## src/rtl/floor_display.sv

```systemverilog
// Floor indicator driver: debounces the floor code over STABLE_CYCLES samples and maps invalid codes.
// Optional macro FLOOR_DISPLAY_HOLD_EN keeps the last display on a stable invalid code instead of showing ERR_CODE.
module floor_display #(
    parameter int unsigned NUM_FLOORS    = 5,
    parameter logic [3:0]  ERR_CODE      = 4'hE,
    parameter int unsigned STABLE_CYCLES = 1
) (
    input  logic       clk,
    input  logic       reset,
    input  logic [3:0] floor,
    output logic [3:0] display
);

    localparam logic [3:0] NUM_FLOORS_L = 4'(NUM_FLOORS);
    localparam logic [3:0] STABLE_L     = 4'(STABLE_CYCLES);

    logic [3:0] cand_q, cand_d;
    logic [3:0] cnt_q, cnt_d;
    logic [3:0] display_q, display_d;

    function automatic logic floor_valid(input logic [3:0] f);
        return (f < NUM_FLOORS_L);
    endfunction

    always_comb begin
        cand_d    = floor;
        cnt_d     = 4'd1;
        display_d = display_q;

        // Run length of identical samples, saturating so a steady input keeps qualifying.
        if (floor == cand_q) begin
            cnt_d = (cnt_q >= STABLE_L) ? STABLE_L : cnt_q + 4'd1;
        end

        if (cnt_d == STABLE_L) begin
            if (floor_valid(floor)) begin
                display_d = floor;
            end else begin
`ifdef FLOOR_DISPLAY_HOLD_EN
                display_d = display_q;
`else
                display_d = ERR_CODE;
`endif
            end
        end
    end

    // Reset leaves floor 0 already qualified as stable.
    always_ff @(posedge clk) begin
        if (reset) begin
            cand_q    <= 4'h0;
            cnt_q     <= STABLE_L;
            display_q <= 4'h0;
        end else begin
            cand_q    <= cand_d;
            cnt_q     <= cnt_d;
            display_q <= display_d;
        end
    end

    assign display = display_q;

endmodule

```

## config.mk

```make
export PLATFORM = sky130hd
export DESIGN_NAME = floor_display
export DESIGN_NICKNAME = d
export VERILOG_FILES = /design/src/rtl/floor_display.sv
export SDC_FILE = /design/constraint.sdc
export NUM_CORES = 1
export LEC_CHECK = 0
export ABC_AREA = 0
export CORE_MARGIN = 3
export CORE_UTILIZATION = 24
export CTS_CLUSTER_SIZE = 20
export DETAILED_ROUTE_END_ITERATION = 10
export PLACE_DENSITY_LB_ADDON = 0.08
export SLEW_MARGIN = 0
export SYNTH_ARGS = -nofsm -noshare
export SYNTH_HDL_FRONTEND = slang
export SYNTH_SLANG_ARGS = --single-unit
```

## constraint.sdc

```tcl
create_clock -name clk -period 1.7 [get_ports clk]
set_input_delay 0.51 -clock clk [delete_from_list [all_inputs] [get_ports clk]]
set_output_delay 0.51 -clock clk [all_outputs]
set_load 0.01 [all_outputs]
```

==> results by group <==
Clocking
  – Clock tree buffer depth: 2
  – CTS H-Tree Depth: 1
  – # hold bufs at CTS: 0
  – Worst skew pair latency: approximately 0.28 ns
  – TritonCTS clock tree: built
  – Clock root cell: clkbuf_4
  – Clock Sink Count: 12
  – Clock buffers created by TritonCTS: 3
  – Clock transition at path regs: ~0.080 ns

Pwr
  – Switching Power: 0.000135 W
  – Internal power: about 0.00047 W
  – Clock share of power: between 30% and 40%
  – Peak VDD IR: around 0.42 mV
  – Switching Share: ~22%
  – Seq pwr share: between 40% and 50%
  – Logic pwr share: between 10% and 20%
  – Power Density: 780 nW/um^2
  – P_leak: approximately 0.36 nW

Die
  – Die Span Y: between 50 and 60 um
  – Rows: 16
  – Io pins: 10
  – Initial Util: 26.2%
  – Die Wd: approximately 53 um
  – Core area: around 2000 um^2
  – Die area: approximately 2800 um^2

GRT
  – GR Layer Usage met1: under 10%
  – Met2 Use GR: around 12%
  – Antenna violations before repair: 0
  – Congestion Overflow GR: 0
  – Grt met3 use: between 3 and 4%
  – Pin count of the biggest net entering global routing: 13
  – Vias in the first global route: 361
  – Grt peak-use layer: met2
  – Tot GR Track Use: 8.52%
  – First-pass GRT wire length: between 1500 and 2000 um

Layout
  – Final Core Density: between 30% and 40%
  – Non-filler instance count after layout: 99
  – Synthesis-to-layout area growth: 44.3%
  – Nets: 82
  – # diodes: 0
  – Layout cells sized above 1: 29.2%
  – Area of the multi-input gates: a little under 300 um^2
  – Fill count: about 220
  – Sequential cell area: 243 um^2

Logic synthesis
  – Register bit count reported by yosys: 12
  – Post-Syn Instances: 53
  – Total nets after synthesis: 62
  – Avg Inst Size Synth: approximately 10 um^2
  – Seq/Total Area, Yosys: about 45%
  – Count leader, synth: dfxtp_1
  – Post-synth EDFFs: 0
  – Top post-synthesis cells by count: 12 x dfxtp_1, 6 x nor2b_1, 4 x nor2_1, 4 x xnor2_1
  – Synth cell types: 21
  – Cell taking the most area after synthesis: dfxtp_1
  – Top post-synthesis cells by area: dfxtp_1 45%, mux2_4 8.4%, ha_1 7.0%
  – Ys Warns: 0
  – Post-synth ARST share: 0%
  – Synth Cell Area: about 530 um^2
  – Post-synth top flop: dfxtp_1
  – Synth top area share: between 40% and 50%

Timing
  – Final min period: approximately 1.7 ns
  – RSZ-0062 raised after global routing: yes
  – Tcrit/Tclk final: 98.8%
  – Max Slew Vio Count: 0
  – Final Hold Viols: 0
  – Final count of negative-setup-slack endpoints: 0
  – Clk_skew: just under 0.007 ns
  – Fmax: a little under 600 MHz

Worst setup path
  – CP required: between 1.5 and 2 ns
  – CP endpoint kind: flop
  – Slowest CP cell: or3_4
  – CP startpoint kind: flop
  – Crit-path max cell delay: between 0.3 and 0.4 ns
  – Ordered cell list for the critical path: inv_2 -> ha_4 -> nor4b_4 -> nand3_1 -> or3_4 -> mux2_4
  – Critical path origin: cnt_q[1]
  – Crit-path max FO: 4
  – R2r startpoint: cnt_q[1]
  – Crit path kind: reg -> reg
  – CP arrival: 1.85 ns
  – CP delay by family, top: simple AND/OR/NAND/NOR gates
  – Buf+Inv Stages, Crit Path: 1

Placed design
  – Dpl cells: 94
  – # port buffers: 9
  – Routability-driven placement congestion ratio: 0.682
  – Post-DP HPWL: 709 um

Status
  – Status: finished clean

Routing
  – DRT Wirelength: between 900 and 1000 um
  – Pre-Repair DR Iteration Count: 2
  – Drt first-iter violations: 1
  – Remaining antenna violation count after routing: 0
  – Via density: roughly 3.9
  – WL/cell: ~9.5 um
  – Via count: 382
  – DRC: 0

Min path
  – HP Start: display[0]
  – Worst Hold Class: reg -> reg

Flow run
  – Max Cap Viol: 0
==> sequential cells by signal, indices dropped and copies added, names as in the netlist <==
name     count
display      4
cand_q       4
cnt_q        4
==> path summary, 6_finish.rpt <==
check / slack [ns] / cells after the start / to
worst min register to register: 0.48 / 2 / display[0]
worst max-delay path: 0.02 / 6 / display[2]
worst min-delay path: 0.48 / 2 / display[0]
worst max register to register: 0.02 / 6 / display[2]
==> power by group through the flow <==
stage | registers, W | clock network, W | logic, W
2_1_floorplan | 0.000307 | 0 | 0.0000306
3_3_place_gp | 0.000304 | 0 | 0.0000763
3_5_place_dp | 0.000305 | 0 | 0.0000749
4_1_cts | 0.000298 | 0.000243 | 0.0000725
5_1_grt | 0.000299 | 0.000261 | 0.0000774
6_report | 0.000298 | 0.000233 | 0.0000698
==> logic make-up (layout without fill, tap and decap cells) <==
logic type	count (synthesis)	after routing	share of synthesized area, %
and+or+nand+nor	21	21	22.2
DFF	12	12	45.0
buffers and inverters	5	24	4.92
xor gates and xnor gates	4	4	6.56
muxes	4	4	10.3
adders and majority gates	3	3	7.03
AOI/OAI and AO/OA	3	3	3.28
other	1	1	0.702
==> worst reg2reg max path: cells and delay by family (launching register included) <==
kind                       cells  cell delay, ns
adders and majority gates      1            0.15
buffers and inverters          1            0.05
DFF                            1            0.34
muxes                          1            0.31
and+or+nand+nor                3            0.72
==> area by class of cell <==
cell class	count	area share (%)
Multi-Input combinational cell	36	38.1
Sequential cell	12	31.5
Timing Repair Buffer	17	19.8
Clock buffer	4	4.71
Tap cell	27	4.38
Inverter	3	1.46
==> cell usage in the layout (no fill, tap or decap), types with 2 or more instances in the layout <==
cell type        Yosys  final
ha_1                 3      2
nor2b_1              6      6
xnor2_1              4      4
nand2_1              3      3
and2_1               2      2
dfxtp_1             12     10
mux2_4               3      3
clkdlybuf4s50_1      0      2
dlymetal6s2s_1       0      3
nor3_1               2      2
inv_1                3      2
dlygate4sd2_1        0      4
nor2_1               4      4
buf_4                0      8
dfxtp_2              0      2
clkbuf_4             0      3
==> layer usage <==
layer	part of all wire, %	wire [um]
met5	0	0
met4	3.3	31
met3	5.3	50
met2	44	418
met1	47	440
==> timing repair <==
| item | in CTS | in global routing |
|---|---|---|
| setup buffers | 1 | 0 |
| gates resized for setup | 11 | 3 |
| pin swaps | 1 | 0 |
| cloned | 0 | 0 |
| endpoints found under the setup margin | 4 | 7 |
==> metrics by stage <==
stage          setup slack [ns]  cell area, um^2  hold slack, ns  TNS, ns  power (W)
2_1_floorplan            0.0186              534           0.404        0   0.000337
3_3_place_gp             -0.508              696           0.477    -2.18   0.000381
3_5_place_dp             -0.478              696           0.467    -2.00   0.000379
4_1_cts                0.000118              763           0.479        0   0.000614
5_1_grt                 -0.0395              771           0.520   -0.127   0.000637
6_report                 0.0206              771           0.478        0   0.000601
Power figures use the tool's default switching activity.
